**src/rtl/param_down_counter.sv**
```systemverilog
// Registered down counter with variable step, underflow pulse, sticky status and zero flag.
// Optional reload-on-borrow timer behaviour is enabled by defining PARAM_DOWN_COUNTER_RELOAD_EN.
module param_down_counter #(
   parameter int unsigned WIDTH    = 8,
   parameter int unsigned STEP_W   = 4,
   parameter bit          SATURATE = 1'b0
) (
   input  logic              clk,
   input  logic              rst,
   input  logic              load,
   input  logic [WIDTH-1:0]  load_val,
   input  logic              dec_en,
   input  logic [STEP_W-1:0] step,
   input  logic              clr_sticky,
   output logic [WIDTH-1:0]  count,
   output logic              underflow,
   output logic              uflow_sticky,
   output logic              zero
);

   if (WIDTH < 2 || STEP_W < 1 || STEP_W > WIDTH) begin : g_param_check
      $error("param_down_counter: illegal WIDTH/STEP_W combination");
   end

   logic [WIDTH-1:0] count_q, count_d;
   logic             underflow_q, underflow_d;
   logic             sticky_q, sticky_d;
   logic [WIDTH-1:0] step_ext;
   logic [WIDTH:0]   diff;
   logic             borrow;
   logic [WIDTH-1:0] borrow_val;

   assign step_ext = WIDTH'(step);
   assign diff     = {1'b0, count_q} - {1'b0, step_ext};
   assign borrow   = diff[WIDTH];

`ifdef PARAM_DOWN_COUNTER_RELOAD_EN
   logic [WIDTH-1:0] reload_q, reload_d;

   always_comb begin
      reload_d = reload_q;
      if (load) begin
         reload_d = load_val;
      end
   end

   always_ff @(posedge clk or posedge rst) begin
      if (rst) begin
         reload_q <= '0;
      end else begin
         reload_q <= reload_d;
      end
   end

   // On borrow the count restarts from the last loaded value regardless of SATURATE.
   assign borrow_val = reload_q;
`else
   always_comb begin
      borrow_val = diff[WIDTH-1:0];
      if (SATURATE) begin
         borrow_val = '0;
      end
   end
`endif

   always_comb begin
      count_d     = count_q;
      underflow_d = 1'b0;
      if (load) begin
         count_d = load_val;
      end else if (dec_en) begin
         if (borrow) begin
            count_d     = borrow_val;
            underflow_d = 1'b1;
         end else begin
            count_d = diff[WIDTH-1:0];
         end
      end
   end

   // A new underflow takes precedence over a simultaneous clear request.
   always_comb begin
      sticky_d = sticky_q;
      if (underflow_d) begin
         sticky_d = 1'b1;
      end else if (clr_sticky) begin
         sticky_d = 1'b0;
      end
   end

   always_ff @(posedge clk or posedge rst) begin
      if (rst) begin
         count_q     <= '0;
         underflow_q <= 1'b0;
         sticky_q    <= 1'b0;
      end else begin
         count_q     <= count_d;
         underflow_q <= underflow_d;
         sticky_q    <= sticky_d;
      end
   end

   assign count        = count_q;
   assign underflow    = underflow_q;
   assign uflow_sticky = sticky_q;
   assign zero         = (count_q == '0);

endmodule

```
**config.mk**
```make
export PLATFORM = sky130hd
export DESIGN_NAME = param_down_counter
export DESIGN_NICKNAME = d
export VERILOG_FILES = /design/src/rtl/param_down_counter.sv
export SDC_FILE = /design/constraint.sdc
export NUM_CORES = 1
export LEC_CHECK = 0
export CORE_MARGIN = 4
export CORE_UTILIZATION = 46
export CTS_BUF_LIST = sky130_fd_sc_hd__clkbuf_8
export DETAILED_ROUTE_END_ITERATION = 8
export MAX_ROUTING_LAYER = met4
export PLACE_DENSITY = 0.86
export SYNTH_ARGS = -nofsm -noshare
export SYNTH_HDL_FRONTEND = slang
export SYNTH_SLANG_ARGS = --single-unit
```
**constraint.sdc**
```tcl
create_clock -name clk -period 3.4 [get_ports clk]
set_clock_uncertainty 0.2 [all_clocks]
set_input_delay 0.68 -clock clk [delete_from_list [all_inputs] [get_ports clk]]
set_output_delay 0.68 -clock clk [all_outputs]
set_load 0.005 [all_outputs]
```
; After elaboration in Yosys (flattened, before gate mapping)
; Cells that the tools add are included.
[word_totals]
output_inout_bits = 11
elab_cells = 14
input_bits = 17
reg_bits = 10
[classes]
n_reduce_logical = 3
add_sub_neg = 1
muxes = 7
[ops]
columns = op, count
row1 = 8-bit 2-to-1 mux, 2
row2 = 8-bit by 4-bit subtractor with 9-bit output, 1
row3 = 8-bit logical NOT, 1
row4 = 1-bit 2-to-1 mux, 5
row5 = 2-bit nonzero test, 2

; Longest topological paths before layout
[logic_depth]
depth_word = 5
mapped_depth = 8
mapped_depth_nobuf = 8

; Least setup slack after synthesis
; No wires, ideal clock.
[synth_timing]
path_type = input to register
from = in step[0]
to = reg count_q[6] (netlist: count[6])
stages = 7
t_required_ps = 3070
arrival_ps = 2013
setup_ps = 130
path_slack_ps = 1056
path_buffers = 0
cell_sequence = ha_1 -> inv_1 -> fa_1 -> a21o_1 -> a2111oi_2 -> xnor2_1 -> o21ai_1
[synth_via]
elab_chain_len = 3
[synth_rtl]
columns = element, line
row1 = start: declaration, 13  ; input logic [STEP_W-1:0] step,
row2 = 8-bit by 4-bit subtractor with 9-bit output, 34  ; assign diff = {1'b0, count_q} - {1'b0, step_ext};
row3 = 8-bit 2-to-1 mux, 71  ; end else if (dec_en) begin
row4 = 8-bit 2-to-1 mux, 69  ; if (load) begin
row5 = end signal: assignment, 97  ; count_q <= count_d;
row6 = end: declaration, 25  ; logic [WIDTH-1:0] count_q, count_d;
; No other way between the ends. The select of a mux whose other input is x is not followed.
; A chain may end at the register's enable or synchronous reset.

; Worst setup path in the final report
[layout_timing]
from = reg count_q[1] (netlist: count[1])
to = out zero
[layout_via]
elab_chain_len = 1
[layout_rtl]
columns = element, line
row1 = 8-bit logical NOT, 106  ; assign zero = (count_q == '0);
row2 = end: declaration, 18  ; output logic zero
; No other way between the ends.

==> results_dict.tcl <==
set metrics [dict create \
    diodes 0 \
    p_comb_share_pct 30.3 \
    run_status "completed" \
    finalCritPeriodShare_pct 80.9 \
    cp_num_buf_inv 1 \
    area_growth_pct 50.9 \
    critPathMaxStageDelay_ns 0.53 \
    core-area_mm2 0.00132 \
    synth_ff_type "dfrtp_1" \
    antenna_left 0 \
    cp-end-kind "output port" \
    hp-class "reg2reg" \
    synth.most_common_cell "dfrtp_1" \
    hold_slack_ns 0.300 \
    yosys_warnings 0 \
    hold_start "uflow_sticky" \
    path_delay_family "simple AND/OR/NAND/NOR gates" \
    cts_buffers 3 \
    synth_cell_type_count 26 \
    multi_input_comb_area_um2 363 \
    antenna_found_initial 0 \
    grt_overflow 0 \
    power_density_mw_per_mm2 442 \
    h-tree-depth 1 \
    cts_root_buffer "clkbuf_8" \
    dp_slack_ns 0.488 \
    worst-path-max-fanout 5 \
    critPathKind "reg2out" \
    clock_power_share_pct 34.8 \
    irDropWorstVdd_mv 0.316 \
    synthCells 71 \
    max_clock_freq_ghz 0.363 \
    die_area_mm2 0.00208 \
    worstSetupStartpoint "count[1]" \
    startpoint_type "flip-flop" \
    worstMarginPinSlew_ns 0.590 \
    grt_util_met3_pct 8.70 \
    finalHoldViolations 0 \
    grt_pass1_vias 554 \
    slew_headroom_pct 60.5 \
    fill_cells 105 \
    wirelength_um 1550 \
    yosys-top-cells-count "10 x dfrtp_1, 8 x o21ai_0, 7 x inv_1, 7 x nand2_1" \
    dr.pass1.iters 4 \
    grt_pass1_wl_um 2480 \
    worst_slack_ns 0.648 \
    met2_usage_pct 25.3 \
    drive_above_1_share_pct 9.09 \
    clk_latency_ns 0.24 \
    async_reset_ff_share_pct 100 \
    cts_hold_buf 0 \
    reg2reg_from "count[0]" \
    nets 122 \
    rsz0062_at_grt "no" \
    ys_seq_area_share_pct 38.4 \
    synth_fp_nets 93 \
    portBuffers 27 \
    synth_top_area_share_pct 38.4 \
    maxCapViolCount 0 \
    p_int_mw 0.312 \
    cts_resized 0 \
    worstPathCellList "or4_1 -> nor3_1 -> clkdlybuf4s50_1" \
    grt_use_met1_pct 22.0 \
    power.leakage_nw 0.433 \
    die_w_um 45.6 \
    p_sw_mw 0.122 \
    path_clk_slew_ns 0.05 \
    start_util_pct 49.5 \
    routed_via_density 5.25 \
    finalCriticalPeriod_ns 2.75 \
    finalMaxSlewViolations 0 \
    avgSynthCellArea_um2 9.18 \
    p_seq_share_pct 35.0 \
    critPathSlowestCell "or4_1" \
    post_cts_buffers 0 \
    ys_seq_elements 10 \
    syn-cell-area_um2 652 \
    cts.sinks 10 \
    tns_ns 0 \
    clockBufferDepth 2 \
    synth_area_leaders "dfrtp_1 38%, ha_1 7.7%, o21ai_0 6.1%" \
    cts_tree "yes" \
    drc 0 \
    grt_max_degree 19 \
    seq_area_um2 250 \
    total_power_mw 0.434 \
    setup_viol 0 \
    fp-row-count 13 \
    swShare_pct 28.1 \
    track_usage_pct 17.9 \
    pin_count 28 \
    vias 598 \
    gp_congestion 0.746 \
    yosysTopAreaCell "dfrtp_1" \
    drtIter0Drc 6 \
    synth_edf_count 0 \
    place_hpwl_um 1200 \
    wl_per_cell_um 13.6 \
    cp.required_ns 2.52 \
    die_h_um 45.6 \
    crit_arrival_ns 1.87 \
    top_usage_layer "met2" \
]
placed cells by master, fill, tap and decap left out, drive strengths merged, types with 2 or more instances in the layout:
cell / instances
nand2b: 4
nor2: 4
dfrtp: 10
o31a: 4
nand2: 7
clkdlybuf4s50: 27
a21o: 3
nor4: 3
a21oi: 2
o21ai: 9
ha: 4
xnor2: 2
clkbuf: 4
inv: 7
worst register-to-register path: stages, from the launching register on:
cell	delay, ns
dfrtp_1	0.40
inv_1	0.06
ha_1	0.14
inv_1	0.05
fa_1	0.39
a21o_1	0.20
a2111oi_2	0.39
xnor2_1	0.17
o21ai_1	0.07
metal layers:
layer | wire length, um | share of wire, %
met1 | 673 | 43
met4 | 12 | 0.77
met5 | 0 | 0
met2 | 747 | 48
met3 | 118 | 7.6
stage by stage:
step	cells	utilization, %	area, um^2
after floorplan	71	-	652
after global placement	110	70.5	928
after detailed placement	110	70.5	928
after CTS	114	74.6	983
after global routing	114	74.6	983
final	114	74.6	983
power groups by stage:
stage | clock network, mW | registers (mW) | logic (mW)
final | 0.151 | 0.152 | 0.132
after global routing | 0.161 | 0.154 | 0.147
after CTS | 0.154 | 0.152 | 0.133
after detailed placement | 0 | 0.153 | 0.132
after global placement | 0 | 0.153 | 0.128
after floorplan | 0 | 0.151 | 0.0720
kinds of logic (layout without fill, tap and decap cells):
kind of cell | Yosys count | after routing | share of synthesized area [%]
simple gates | 22 | 22 | 18.4
compound gates | 20 | 20 | 20.9
flops | 10 | 10 | 38.4
buf+inv | 10 | 38 | 5.95
fa+ha+maj | 5 | 5 | 10.7
xor+xnor | 3 | 3 | 4.03
mux | 1 | 1 | 1.54
worst paths after layout:
kind                                      to  slack (ns)  cells after the start
worst min register to register  uflow_sticky        0.30                      1
min in group asynchronous           count[6]        0.51                      2
worst min-delay path            uflow_sticky        0.30                      1
worst max-delay path                    zero        0.65                      3
max in group asynchronous       uflow_sticky        2.21                      2
worst max register to register      count[6]        1.21                      8
state kept, by name, indices dropped and copies added, names as in the netlist:
register	count
uflow_sticky	1
underflow	1
count	8
final cells by class:
class	instances	area share, %
multi-input cells	51	36.9
well taps	15	1.91
flip-flops and latches	10	25.4
inverters	7	2.67
repair buffers	27	27.5
clock buffers	4	5.60
(Power assumes the default switching activity.)
